**src/rtl/fifo_dist_pkg.sv**
```systemverilog
// Shared definitions for the fifo_distributor ingress writer: occupancy
// state encodings, default destination field position and destination decode.
package fifo_dist_pkg;

  typedef enum logic [1:0] {
    EMPTY = 2'd0,
    ONE   = 2'd1,
    TWO   = 2'd2
  } occ_t;

  localparam int DEST_LSB_DEF = 8;
  localparam int NUM_DEST     = 4;

  function automatic logic [NUM_DEST-1:0] dest_onehot(input logic [1:0] dest);
    logic [NUM_DEST-1:0] oh;
    oh       = '0;
    oh[dest] = 1'b1;
    return oh;
  endfunction

endpackage

```
**src/rtl/fifo_dist_skid.sv**
```systemverilog
// Two-entry in-order word buffer with an EMPTY/ONE/TWO occupancy FSM.
// in_ready is registered from the next occupancy, so it never sees downstream flags.
module fifo_dist_skid
  import fifo_dist_pkg::*;
#(
  parameter int DATA_W = 10
) (
  input  logic              clk,
  input  logic              reset,
  input  logic              wr_en,
  input  logic [DATA_W-1:0] wr_data,
  input  logic              rd_en,
  output logic [DATA_W-1:0] head,
  output occ_t              occupancy,
  output logic              in_ready
);

  occ_t              state_q, state_next;
  logic [DATA_W-1:0] head_q, head_next;
  logic [DATA_W-1:0] tail_q, tail_next;
  logic              accept;
  logic              drain;

  // A write is only honoured while ready; a read needs something to read.
  assign accept = wr_en & in_ready;
  assign drain  = rd_en & (state_q != EMPTY);

  always_comb begin
    state_next = state_q;
    head_next  = head_q;
    tail_next  = tail_q;
    case (state_q)
      EMPTY: begin
        if (accept) begin
          head_next  = wr_data;
          state_next = ONE;
        end
      end
      ONE: begin
        case ({accept, drain})
          2'b11: head_next = wr_data;
          2'b10: begin
            tail_next  = wr_data;
            state_next = TWO;
          end
          2'b01: state_next = EMPTY;
          default: state_next = ONE;
        endcase
      end
      TWO: begin
        // Tail moves up to head so the oldest word always sits in head.
        if (drain) begin
          head_next  = tail_q;
          state_next = ONE;
        end
      end
      default: state_next = EMPTY;
    endcase
  end

  always_ff @(posedge clk) begin
    if (reset) begin
      state_q  <= EMPTY;
      head_q   <= '0;
      tail_q   <= '0;
      in_ready <= 1'b1;
    end else begin
      state_q  <= state_next;
      head_q   <= head_next;
      tail_q   <= tail_next;
      in_ready <= (state_next != TWO);
    end
  end

  assign head      = head_q;
  assign occupancy = state_q;

endmodule

```
**src/rtl/fifo_distributor.sv**
```systemverilog
// Ingress writer: buffers the word stream and pushes each word, in order, to the
// input FIFO named by its destination field. Optional counters: FIFO_DIST_STATS_EN.
module fifo_distributor
  import fifo_dist_pkg::*;
#(
  parameter int DATA_W   = 10,
  parameter int DEST_LSB = DEST_LSB_DEF
`ifdef FIFO_DIST_STATS_EN
  ,
  parameter int CNT_W    = 16
`endif
) (
  input  logic              clk,
  input  logic              reset,
  input  logic              in_valid,
  input  logic [DATA_W-1:0] in_data,
  output logic              in_ready,
  input  logic              almost_full_P0,
  input  logic              almost_full_P1,
  input  logic              almost_full_P2,
  input  logic              almost_full_P3,
  output logic              push_F0,
  output logic              push_F1,
  output logic              push_F2,
  output logic              push_F3,
  output logic [DATA_W-1:0] data_out,
  output logic              idle
`ifdef FIFO_DIST_STATS_EN
  ,
  output logic [CNT_W-1:0]  push_cnt_0,
  output logic [CNT_W-1:0]  push_cnt_1,
  output logic [CNT_W-1:0]  push_cnt_2,
  output logic [CNT_W-1:0]  push_cnt_3,
  output logic [CNT_W-1:0]  stall_cnt
`endif
);

  logic [DATA_W-1:0] head;
  occ_t              occupancy;
  logic [1:0]        dest;
  logic [3:0]        af_vec;
  logic              accept;
  logic              eligible;
  logic              next_empty;
  logic [3:0]        push_q;

  assign dest     = head[DEST_LSB +: 2];
  assign af_vec   = {almost_full_P3, almost_full_P2, almost_full_P1, almost_full_P0};
  assign accept   = in_valid & in_ready;
  // Only the head's own FIFO matters; the tail waits behind it regardless.
  assign eligible = (occupancy != EMPTY) && !af_vec[dest];

  // Mirrors the buffer's next occupancy so idle is registered alongside it.
  assign next_empty = ((occupancy == EMPTY) && !accept) ||
                      ((occupancy == ONE) && eligible && !accept);

  fifo_dist_skid #(.DATA_W(DATA_W)) u_skid (
    .clk       (clk),
    .reset     (reset),
    .wr_en     (in_valid),
    .wr_data   (in_data),
    .rd_en     (eligible),
    .head      (head),
    .occupancy (occupancy),
    .in_ready  (in_ready)
  );

  always_ff @(posedge clk) begin
    if (reset) begin
      push_q   <= '0;
      data_out <= '0;
      idle     <= 1'b1;
    end else begin
      push_q <= eligible ? dest_onehot(dest) : 4'b0000;
      if (eligible) begin
        data_out <= head;
      end
      idle <= next_empty;
    end
  end

  assign push_F0 = push_q[0];
  assign push_F1 = push_q[1];
  assign push_F2 = push_q[2];
  assign push_F3 = push_q[3];

`ifdef FIFO_DIST_STATS_EN
  logic [CNT_W-1:0] push_cnt [NUM_DEST];

  // Saturating counters: pushes per destination and cycles a held word could not leave.
  always_ff @(posedge clk) begin
    if (reset) begin
      for (int i = 0; i < NUM_DEST; i++) begin
        push_cnt[i] <= '0;
      end
      stall_cnt <= '0;
    end else begin
      for (int i = 0; i < NUM_DEST; i++) begin
        if (eligible && (dest == 2'(i)) && (push_cnt[i] != '1)) begin
          push_cnt[i] <= push_cnt[i] + CNT_W'(1);
        end
      end
      if ((occupancy != EMPTY) && !eligible && (stall_cnt != '1)) begin
        stall_cnt <= stall_cnt + CNT_W'(1);
      end
    end
  end

  assign push_cnt_0 = push_cnt[0];
  assign push_cnt_1 = push_cnt[1];
  assign push_cnt_2 = push_cnt[2];
  assign push_cnt_3 = push_cnt[3];
`endif

endmodule
```
**config.mk**
```make
export PLATFORM = sky130hd
export DESIGN_NAME = fifo_distributor
export DESIGN_NICKNAME = d
export VERILOG_FILES = /design/src/rtl/fifo_dist_pkg.sv /design/src/rtl/fifo_dist_skid.sv /design/src/rtl/fifo_distributor.sv
export SDC_FILE = /design/constraint.sdc
export NUM_CORES = 1
export LEC_CHECK = 0
export CAP_MARGIN = 20
export CELL_PAD_IN_SITES_DETAIL_PLACEMENT = 1
export CELL_PAD_IN_SITES_GLOBAL_PLACEMENT = 1
export CORE_MARGIN = 2
export CORE_UTILIZATION = 49
export CTS_BUF_LIST = sky130_fd_sc_hd__clkbuf_8
export DETAILED_ROUTE_END_ITERATION = 8
export DONT_BUFFER_PORTS = 1
export GPL_TIMING_DRIVEN = 1
export HOLD_SLACK_MARGIN = 0.03
export PLACE_DENSITY = 0.8
export SYNTH_ARGS = -nofsm -noshare
export SYNTH_HDL_FRONTEND = slang
export SYNTH_SLANG_ARGS = --single-unit
```
**constraint.sdc**
```tcl
create_clock -name clk -period 3.6 [get_ports clk]
set_input_delay 0.18 -clock clk [delete_from_list [all_inputs] [get_ports clk]]
set_output_delay 0.18 -clock clk [all_outputs]
set_load 0.005 [all_outputs]
```
==> reports/metrics.cfg <==
[finish]
final_cells=228
multiInputGateArea_um2=840.8
area_growth_pct=5.286
regArea_um2=760.7
diodes=0
drive_gt1_share_pct=15.38
nets=201
fill_cells=405
final_cell_area_um2=1794

[grt]
grt_pass1_wl_um=6423
use_met1_pct=21.23
antenna_found_initial=0
grt_overflow=0
busiest_layer=met2
grtUsageMet3_pct=7.568
gr-usage-met2_pct=39.10
grt_pass1_vias=1363
grt_max_degree=25
gr-usage-all-layers_pct=21.15

[floorplanning]
die_w_um=62.98
core_area_um2=3337
placementRows=21
initial_core_util_pct=51.07
dieHeight_um=62.98
dieArea_um2=3966
ios=33

[yosys]
synth.distinct_cells=33
synthesis.area_um2=1704
ys_seq_area_share_pct=44.64
syn_inst=184
yosys_warnings=0
syn_nets=203
synth_seq_cells=38
syn_avg_cell_area_um2=9.262

[sta]
rsz0062_at_grt=false
tns_ns=0
whs_ns=0.03861
hold_viol_final=0
skew_ns=0.003206
fmax_mhz=337.8
relSlewSlack_pct=30.91
setup_viol=0
finalCritPeriodShare_pct=82.24
drv_slew=0
tightest_slew_ns=1.033
period_needed_ns=2.961

[clock_network]
cts_max_level=2
cts_buffer_depth=2
clock_latency_ns=0.29
clkTransAtPathRegs_ns=0.07
clockRootBuffer=clkbuf_8
post-cts-setup-buffers=0
cts_resized=0
clock-sinks=38
numCtsBuffers=5
cts_tree=yes

[routing]
viasPerCell=5.544
drt_pre_antenna_iters=4
vias=1264
wl_per_cell_um=16.83
finalWirelength_um=3837
drc_errors=0
final_antenna_net_count=0
drt_iter0_markers=81

[worst_setup_path]
r2r_slack_ns=0.64
crit_fanout=16
crit_type=register to register
required_ns=3.77
cp.arrival_ns=3.13
timing.critical_path.to_type=register
cp-start-kind=register

[place]
dpl.hpwl_um=2574
place.gp.congestion=0.8427
placed_area_um2=1675
place_inst=217
port-buffer-count=0

[power_and_ir_drop]
ir_worst_vdd_uv=205.2
leakage_nw=0.7015
pwr_density_cell_nw_per_um2=479.3

[min_path]
holdCritPathClass=input pin to register

[job]
maxCapViolCount=0

[outcome]
status=complete, no violations

## cells in the final DEF (no fill, tap or decap)
cell type and instances:
dfxtp_1 38, nand2_1 33, a21oi_1 16, mux2i_1 13, nor2_1 12, nand3_1 10
nor2b_1 9, mux2_2 9, a21oi_2 5, clkbuf_8 5, nand2b_1 4, dlygate4sd3_1 4
inv_1 2, or2_2 2, nor3_1 2, nor4_2 2, ha_1 2, clkinv_2 2
mux4_2 1, or2_1 1, inv_6 1, or3_1 1, a22oi_1 1, o311ai_4 1
a211oi_1 1, or2b_1 1, o31ai_1 1, o21ai_0 1, o21a_1 1, o22a_1 1
## registers in the layout, indices dropped and copies added, names as in the netlist
| register | cells |
|---|---|
| data_out | 10 |
| idle | 1 |
| push_q | 4 |
| u_skid.head | 10 |
| u_skid.in_ready | 1 |
| u_skid.occupancy | 2 |
| u_skid.tail_q | 10 |
## power breakdown
group / leakage [nW] / internal (mW) / total (mW) / switching (mW)
Combinational: 0.348 / 0.0550 / 0.124 / 0.0688
Clock: 0.0438 / 0.130 / 0.269 / 0.140
Sequential: 0.310 / 0.446 / 0.467 / 0.0207
## kinds of logic (layout without fill, tap and decap cells)
logic type,count (synthesis),in the layout,share of synthesized area [%]
fa+ha+maj,2,2,1.468
simple gates,77,77,21.59
flops,38,38,44.64
mux,23,23,14.90
buf+inv,16,14,6.021
compound gates,28,28,11.38
## cells in the mapped netlist (all sizes together)
cell type | count | area share [%]
or2b | 1 | 0.44
nor2b | 9 | 3.3
mux2i | 13 | 7.6
o21a | 1 | 0.44
nor3 | 2 | 0.59
o21ai | 1 | 0.29
buf | 7 | 3.7
o22a | 1 | 0.51
nand2 | 33 | 7.3
mux4 | 1 | 1.3
o31ai | 1 | 0.44
or2 | 3 | 1.1
ha | 2 | 1.5
inv | 3 | 0.95
nor2 | 12 | 2.6
nor4 | 2 | 1.5
a211oi | 1 | 0.44
or3 | 1 | 0.37
a21oi | 21 | 7.3
mux2 | 9 | 5.9
clkbuf | 6 | 1.3
dfxtp | 38 | 45
a22oi | 1 | 0.44
nand2b | 4 | 1.5
nand3 | 10 | 2.9
o311ai | 1 | 1.5
## cell type report
class / instances / area share [%]
repair buffers: 4 / 2.232
multi-input cells: 130 / 46.86
well taps: 46 / 3.208
clock inverters: 2 / 0.5579
inverters: 3 / 0.9066
flip-flops and latches: 38 / 42.40
clock buffers: 5 / 3.835
## final timing paths
path | from | endpoint | cells after the start
worst min-delay path | in_data[5] | u_skid.tail_q[5]$_SDFFE_PP0P_ | 2
worst max-delay path | u_skid.head[8]$_SDFFE_PP0P_ | u_skid.head[3]$_SDFFE_PP0P_ | 8
worst min register to register | u_skid.tail_q[5]$_SDFFE_PP0P_ | u_skid.tail_q[5]$_SDFFE_PP0P_ | 2
worst max register to register | u_skid.head[8]$_SDFFE_PP0P_ | u_skid.head[3]$_SDFFE_PP0P_ | 8
## metal layers
layer  vias to the layer above  wire length [um]
met3                         9               229
met1                       605              1437
met2                        35              2086
met4                         0                83
li1                        615                 -
met5                         -                 0
## stage by stage
step           setup slack (ns)  total power [mW]  util (%)
2_1_floorplan             1.051            0.5839         -
3_5_place_dp             0.6267            0.5915     50.21
3_3_place_gp             0.8082            0.5834     50.21
4_1_cts                  0.6109            0.8709     53.77
6_report                 0.6394            0.8600     53.77
5_1_grt                  0.4821            0.9004     53.77
## what timing repair did
item	4_1_cts	5_1_grt
endpoints found under the setup margin	0	0
endpoints found under the hold margin	24	0
hold buffers	4	0
## critical path, stage by stage, from the launching register on
cell and delay, ns:
dfxtp_1 0.45, mux4_2 0.58, or2_1 0.49, inv_6 0.20
ha_1 0.20, nand2b_1 0.06, a22oi_1 0.24, o311ai_4 0.26
mux2_2 0.35
Note: power is estimated with default switching activity, not from simulation.
